**config.mk**
```make
export PLATFORM = sky130hd
export DESIGN_NAME = way_read_sequencer
export DESIGN_NICKNAME = d
export VERILOG_FILES = /design/src/rtl/way_read_sequencer.sv
export SDC_FILE = /design/constraint.sdc
export NUM_CORES = 1
export LEC_CHECK = 0
export CORE_MARGIN = 1
export CORE_UTILIZATION = 40
export DETAILED_ROUTE_END_ITERATION = 16
export GPL_ROUTABILITY_DRIVEN = 0
export PLACE_DENSITY = 0.77
export SYNTH_ARGS = -nofsm -noshare
export SYNTH_HDL_FRONTEND = slang
export SYNTH_SLANG_ARGS = --single-unit
```
**constraint.sdc**
```tcl
create_clock -name clk -period 1.9 [get_ports clk]
set_clock_uncertainty 0.2 [all_clocks]
set_input_delay 0.38 -clock clk [delete_from_list [all_inputs] [get_ports clk]]
set_output_delay 0.38 -clock clk [all_outputs]
set_load 0.02 [all_outputs]
```
**src/rtl/way_read_sequencer.sv**
```systemverilog
// Way-data read sequencer: walks word offsets of one cache way and streams each word out with valid/ready.
// Optional statistics counters are built only when WAY_READ_SEQ_STATS_EN is defined.
//
// state  | meaning
// IDLE   | waiting for a request; data-array port idle
// STREAM | reading one word per capture into the output register
// DRAIN  | final word captured, waiting for its handshake
module way_read_sequencer #(
    parameter int NUM_WAYS     = 4,
    parameter int DATA_WIDTH   = 32,
    parameter int OFFSET_WIDTH = 3
) (
    input  logic                    clk,
    input  logic                    rst,
    input  logic                    req_valid,
    output logic                    req_ready,
    input  logic [NUM_WAYS-1:0]     req_way,
    input  logic [OFFSET_WIDTH-1:0] req_offset,
    input  logic [OFFSET_WIDTH-1:0] req_len,
    input  logic                    req_wrap,
    output logic                    req_err,
    output logic [NUM_WAYS-1:0]     rd_target_way,
    output logic [OFFSET_WIDTH-1:0] rd_offset,
    input  logic [DATA_WIDTH-1:0]   rd_data,
    output logic                    out_valid,
    input  logic                    out_ready,
    output logic [DATA_WIDTH-1:0]   out_data,
    output logic [OFFSET_WIDTH-1:0] out_offset,
    output logic                    out_last
`ifdef WAY_READ_SEQ_STATS_EN
    ,
    output logic [15:0]             burst_count,
    output logic [7:0]              err_count
`endif
);

    localparam logic [1:0] IDLE   = 2'd0;
    localparam logic [1:0] STREAM = 2'd1;
    localparam logic [1:0] DRAIN  = 2'd2;

    localparam int CW = OFFSET_WIDTH + 1;
    localparam logic [CW-1:0] LINE_WORDS = {1'b1, {OFFSET_WIDTH{1'b0}}};
    localparam logic [CW-1:0] MAX_OFF    = {1'b0, {OFFSET_WIDTH{1'b1}}};
    localparam logic [CW-1:0] ONE_CNT    = CW'(1);

    logic [1:0]              state;
    logic [NUM_WAYS-1:0]     wayReg;
    logic [OFFSET_WIDTH-1:0] curOffset;
    logic [CW-1:0]           remCount;
    logic                    outValid;
    logic                    outLast;
    logic [DATA_WIDTH-1:0]   outData;
    logic [OFFSET_WIDTH-1:0] outOffset;
    logic                    reqErr;

    logic                    wayOneHot;
    logic [CW-1:0]           endOffset;
    logic [CW-1:0]           reqCount;
    logic                    capture;
    logic                    handshake;

    always_comb begin
        wayOneHot = (req_way != '0) && ((req_way & (req_way - NUM_WAYS'(1))) == '0);
        endOffset = {1'b0, req_offset} + {1'b0, req_len};
        // Linear bursts stop at the end of the line instead of wrapping.
        if (!req_wrap && (endOffset > MAX_OFF))
            reqCount = LINE_WORDS - {1'b0, req_offset};
        else
            reqCount = {1'b0, req_len} + ONE_CNT;
        capture   = (state == STREAM) && (!outValid || out_ready);
        handshake = outValid && out_ready;
    end

    always_ff @(posedge clk or posedge rst) begin
        if (rst) begin
            state     <= IDLE;
            wayReg    <= '0;
            curOffset <= '0;
            remCount  <= '0;
            outValid  <= 1'b0;
            outLast   <= 1'b0;
            outData   <= '0;
            outOffset <= '0;
            reqErr    <= 1'b0;
        end else begin
            reqErr <= 1'b0;
            case (state)
                IDLE: begin
                    if (req_valid) begin
                        if (!wayOneHot) begin
                            reqErr <= 1'b1;
                        end else begin
                            wayReg    <= req_way;
                            curOffset <= req_offset;
                            remCount  <= reqCount;
                            state     <= STREAM;
                        end
                    end
                end
                STREAM: begin
                    if (capture) begin
                        outData   <= rd_data;
                        outOffset <= curOffset;
                        outValid  <= 1'b1;
                        outLast   <= (remCount == ONE_CNT);
                        curOffset <= curOffset + OFFSET_WIDTH'(1);
                        remCount  <= remCount - ONE_CNT;
                        if (remCount == ONE_CNT)
                            state <= DRAIN;
                    end
                end
                DRAIN: begin
                    if (handshake) begin
                        outValid <= 1'b0;
                        outLast  <= 1'b0;
                        state    <= IDLE;
                    end
                end
                default: state <= IDLE;
            endcase
        end
    end

    assign req_ready     = (state == IDLE);
    assign req_err       = reqErr;
    assign rd_target_way = (state == STREAM) ? wayReg : '0;
    assign rd_offset     = curOffset;
    assign out_valid     = outValid;
    assign out_data      = outData;
    assign out_offset    = outOffset;
    assign out_last      = outLast;

`ifdef WAY_READ_SEQ_STATS_EN
    always_ff @(posedge clk or posedge rst) begin
        if (rst) begin
            burst_count <= '0;
            err_count   <= '0;
        end else begin
            if (handshake && outLast && (burst_count != 16'hFFFF))
                burst_count <= burst_count + 16'd1;
            if (reqErr && (err_count != 8'hFF))
                err_count <= err_count + 8'd1;
        end
    end
`endif

endmodule

```
==> results_dict.tcl, run 1 <==
set metrics [dict create \
    viasPerCell 4.76 \
    clockBufferDepth 2 \
    ys_warn_count 0 \
    use_met1_pct 25.2 \
    antenna_found_initial 0 \
    drive_gt1_share_pct 18.2 \
    worst_pin_slew_ps 340 \
    regToRegStartpoint "state[1]$_DFFE_PP0P_" \
    powerDensity_nw_per_um2 1520 \
    wl_per_cell_um 13.0 \
    totalWireLength_um 5890 \
    firstDrtPassIters 5 \
    start_util_pct 41.3 \
    hold_violations 0 \
    area_growth_pct 58.9 \
    crit_path_end_kind "flop" \
    crit_chain "dlygate4sd2_1 -> or4b_4 -> o311a_4 -> o21ai_2 -> mux2_1" \
    fp.dieH_um 80.0 \
    grt-busiest-layer "met2" \
    fin_nets 432 \
    dp.cells 445 \
    crit_path_max_incr_delay_ps 560 \
    cts_tree "yes" \
    vias 2161 \
    fillers 500 \
    slowest_stage "or4b_4" \
    grt_pass1_wl_um 9570 \
    die_area_sq_um 6400 \
    cap_violations 0 \
    fin_util_pct 65.7 \
    drc_errors 0 \
    async_reset_ff_share_pct 100 \
    ir_drop_uv 807 \
    gr-total-overflow 0 \
    slew_headroom_pct 77.0 \
    grtUsageMet3_pct 4.23 \
    drt_iter0_drc 78 \
    required_ps 1880 \
    dp_hpwl_um 4390 \
    ys_seq_area_share_pct 52.5 \
    syn_nets 308 \
    start_kind "input port" \
    met2_usage_pct 33.0 \
    drtAntennaViolNets 0 \
    status "finished, final reports clean" \
    root_buffer "clkbuf_8" \
    io_buffers 92 \
    timing.final.setup_violations 0 \
    clkLatencyLatePin_ps 290 \
    die_x_um 80.0 \
    instances_no_fill 454 \
    grt_max_degree 52 \
    worst-setup-path-type "input port to flop" \
    p_leak_nw 2.05 \
    synth_area_sq_um 2430 \
    clock_sinks 51 \
    reg2reg_to "rd_offset[1]$_DFFE_PP0P_" \
    syn_inst 254 \
    ys.flop_type "dfrtp_1" \
    grt_pass1_vias 2037 \
    place_ws_ps -523 \
    cts_buffers 5 \
    hold_path_class "input port to async pin" \
    cp_data_arrival_time_ps 1850 \
    min_period_ps 1860 \
    clock_tree.htree_level_count 2 \
    rsz0062_at_grt "false" \
    clkTransAtPathRegs_ps 100 \
    postCtsHoldBufs 0 \
    timing.fmax_mhz 537 \
    rr_worst_depth 6 \
    io_pins 93 \
    coreArea_sq_um 5890 \
    antennaDiodeCount 0 \
    period_share_pct 98.0 \
    synth-edff-count 0 \
    synth.avg_cell_area_sq_um 9.58 \
    postLayoutSetupSlackWorst_ps 38.2 \
    synth_cell_types 44 \
    path_max_fanout 3 \
    synth-seq-cells 51 \
    grt_use_total_pct 19.3 \
    rows 28 \
    r2r_slack_ps 90 \
    report.final.slew_viol_count 0 \
]
-- synthesized netlist by cell type, drive strengths merged (3+ instances only) --
library cell  instances  area [sq um]
and2                  5          31.3
a21oi                 5          36.3
dfrtp                51          1280
o21ai                 3          18.8
ha                    7          87.6
mux2                  5          71.3
nor2b                 3          18.8
inv                   8          30.0
and3                  3          18.8
a221oi                3          45.0
nor2                  9          52.6
nand2               112           423
buf                   9          42.5
-- logic make-up (layout without fill, tap and decap cells) --
logic type	count (synthesis)	count (layout)	synth area share, %
multiplexers	7	7	3.76
adder cells (fa/ha/maj)	7	7	3.60
flip-flops	51	51	52.5
AND/OR/NAND/NOR	143	143	26.0
buffers and inverters	17	142	2.98
XOR/XNOR	3	3	1.08
AO/OA/AOI/OAI	26	26	10.1
-- routing by layer --
metal	wire [um]	share of wire (%)
met1	2560	43
met2	2950	50
met3	336	5.7
met4	41	0.70
met5	0	0
-- worst max path at each step --
| stage | startpoint | end | slack, ps | depth (start not counted) |
|---|---|---|---|---|
| 6_report | req_way[2] | rd_offset[1]$_DFFE_PP0P_ | 40 | 5 |
| 5_1_grt | out_data[12]$_DFFE_PP0P_ | out_data[12] | 0.2 | 1 |
| 4_1_cts | out_offset[1]$_DFFE_PP0P_ | out_offset[1] | 10 | 1 |
| 3_5_place_dp | req_way[3] | rd_offset[1]$_DFFE_PP0P_ | -520 | 5 |
| 3_3_place_gp | req_way[3] | rd_offset[1]$_DFFE_PP0P_ | -480 | 5 |
| 2_1_floorplan | req_way[3] | wayReg[0]$_DFFE_PP0P_ | 0.6 | 4 |
-- timing repair --
item	CTS	global route
setup buffers	1	0
resized for setup	35	14
pin swaps	10	0
setup endpoints to repair	21	14
-- worst max-delay path, delay by kind of cell --
kind / cells / cell delay [ps]
muxes: 1 / 330
and+or+nand+nor: 1 / 560
AOI/OAI and AO/OA: 2 / 330
buffers and inverters: 1 / 250
-- report_power, final --
part / total, mW / internal, mW / switching (mW)
registers: 1.90 / 1.60 / 0.302
clock network: 0.793 / 0.433 / 0.359
logic: 3.20 / 1.55 / 1.66
-- state kept, by name, indices dropped and copies added, names as in the netlist --
| name | flops |
|---|---|
| out_data | 32 |
| remCount | 4 |
| wayReg | 4 |
| out_offset | 3 |
| rd_offset | 3 |
| state | 2 |
| out_last | 1 |
| out_valid | 1 |
| req_err | 1 |
-- area by class of cell --
cell class | count | area (sq um) | share of cell area, %
Timing Repair Buffer | 126 | 1230 | 31.8
Tap cell | 75 | 93.8 | 2.43
Clock buffer | 6 | 82.6 | 2.14
Sequential cell | 51 | 1280 | 33.0
Inverter | 8 | 30.0 | 0.777
Clock inverter | 2 | 38.8 | 1.00
Multi-Input combinational cell | 186 | 1120 | 28.9
-- metrics by stage --
step	hold WS [ps]	instance area (sq um)	TNS, ps	total power [mW]
after floorplan	273	2430	0	3.59
after global placement	256	3710	-9370	5.14
after detailed placement	262	3710	-9800	5.23
after CTS	244	3830	0	5.99
after global routing	275	3860	0	6.31
final	234	3860	0	5.89
-- cells in the final DEF (no fill, tap or decap), drive strengths merged, types with 3 or more instances in the layout --
master         count
a21oi              5
o21ai              3
inv                9
and3               3
nor2               9
and2               5
clkdlybuf4s50     61
mux2               5
dfrtp             51
buf               38
dlygate4sd2       12
nand2            112
a221oi             3
dlymetal6s2s      14
nor2b              3
clkbuf             6
ha                 7
Note: power is estimated with default switching activity, not from simulation.
==> run 2: changes to the inputs <==
Settings changed: CORE_UTILIZATION 40 to 41, CTS_BUF_LIST set to sky130_fd_sc_hd__clkbuf_4 sky130_fd_sc_hd__clkbuf_8, PLACE_DENSITY 0.77 to 0.78.
==> results_dict.tcl, run 2 (same netlist as run 1, synthesis figures left out) <==
set metrics [dict create \
    grt_use_total_pct 20.0 \
    final_common_cell "nand2_1" \
    clkTransAtPathRegs_ps 90 \
    path_max_fanout 3 \
    dp_hpwl_um 4510 \
    io_buffers 92 \
    regToRegStartpoint "state[1]$_DFFE_PP0P_" \
    fp.dieH_um 79.0 \
    ir_drop_uv 863 \
    drtAntennaViolNets 0 \
    cp-startpoint "req_way[2]" \
    start_kind "input port" \
    die_x_um 79.0 \
    total_power_mw 5.80 \
    largest_register_ffs 32 \
    totalWireLength_um 5940 \
    hold_violations 0 \
    coreArea_sq_um 5610 \
    drt_iter0_drc 94 \
    powerDensity_nw_per_um2 1510 \
    cp_data_arrival_time_ps 1860 \
    grt_pass1_wl_um 9960 \
    io_pins 93 \
    cap_violations 0 \
    status "finished, final reports clean" \
    clockBufferDepth 2 \
    fin_nets 434 \
    drc_errors 0 \
    slew_headroom_pct 73.7 \
    clock_sinks 51 \
    rsz0062_at_grt "true" \
    vias 2177 \
    min_period_ps 1890 \
    hold_path_class "input port to async pin" \
    p_leak_nw 1.94 \
    drive_gt1_share_pct 18.9 \
    antennaDiodeCount 0 \
    wl_per_cell_um 13.1 \
    rows 27 \
    start_util_pct 43.4 \
    antenna_found_initial 0 \
    area_growth_pct 58.0 \
    period_share_pct 99.2 \
    mostFrequentLayoutCells "nand2_1, clkdlybuf4s50_1, dfrtp_1" \
    report.final.slew_viol_count 0 \
    gr-total-overflow 0 \
    firstDrtPassIters 4 \
    grt_pass1_vias 2240 \
    worst_pin_slew_ps 390 \
    timing.final.setup_violations 0 \
    postCtsHoldBufs 0 \
    crit_path_end_kind "flop" \
    root_buffer "clkbuf_8" \
    cts_buffers 5 \
    rr_worst_depth 6 \
    r2r_slack_ps 90 \
    required_ps 1880 \
    clkLatencyLatePin_ps 290 \
    die_area_sq_um 6240 \
    clock_tree.htree_level_count 2 \
    cts_tree "yes" \
    grt_max_degree 52 \
    worst-setup-path-type "input port to flop" \
    hold_slack_ps 252 \
    timing.fmax_mhz 530 \
    reg2reg_to "rd_offset[1]$_DFFE_PP0P_" \
    viasPerCell 4.81 \
]
-- run 2: changes by cell type in the layout (fill, tap and decap cells not counted), moves of 2 or more --
cell,before,now
clkdlybuf4s50_1,61,72
dlymetal6s2s_1,14,5
buf_4,30,32
dlygate4sd2_1,12,10
-- run 2: cell type report --
type,instances,area (sq um)
repair buffers,128,1230
inverters,8,30.0
multi-input cells,186,1130
clock buffers,6,76.3
fillers,453,1760
flip-flops and latches,51,1280
well taps,72,90.1
clock inverters,2,12.5
-- run 2: metrics by stage --
step                      setup slack (ps)  utilization (%)  instances  TNS [ps]  instance area [sq um]
after global placement                -487             66.5        444     -8190                   3730
after CTS                             2.38             68.1        453         0                   3820
after global routing                 -2.08             68.5        453     -3.35                   3840
final                                 14.3             68.5        453         0                   3840
after floorplan                      0.602                -        254         0                   2430
after detailed placement              -538             66.5        444     -9090                   3730
-- run 2: per-layer routing --
layer | GRT usage (%) | vias up | wire length (um)
met5 | 0 | - | 0
met4 | 4.18 | 0 | 63
met3 | 4.02 | 6 | 243
met2 | 33.6 | 64 | 2920
met1 | 26.7 | 1020 | 2720
li1 | - | 1087 | -
-- run 2: report_power, final --
group	leakage (nW)	total [mW]	internal, mW	switching [mW]
logic	1.27	3.28	1.61	1.67
clock network	0.0446	0.611	0.272	0.339
registers	0.622	1.91	1.60	0.312
total	1.94	5.80	3.48	2.32
-- run 2: worst max path at each step --
stage | to | slack [ps] | cells past startpoint
floorplan | wayReg[0]$_DFFE_PP0P_ | 0.6 | 4
global placement | rd_offset[1]$_DFFE_PP0P_ | -490 | 5
detailed placement | rd_offset[1]$_DFFE_PP0P_ | -540 | 5
CTS | remCount[3]$_DFFE_PP0P_ | 2 | 7
global route | rd_offset[1]$_DFFE_PP0P_ | -2 | 5
finish | rd_offset[1]$_DFFE_PP0P_ | 10 | 5
-- run 2: worst max-delay path, cell delays in order --
cell and delay (ps):
dlygate4sd2_1 260, or4b_4 550, o311a_4 180, o21ai_4 140, mux2_1 340
-- run 2: timing repair --
item,4_1_cts,5_1_grt
pin swaps,3,3
gates resized for setup,32,10
setup buffers,1,0
endpoints found under the setup margin,21,14
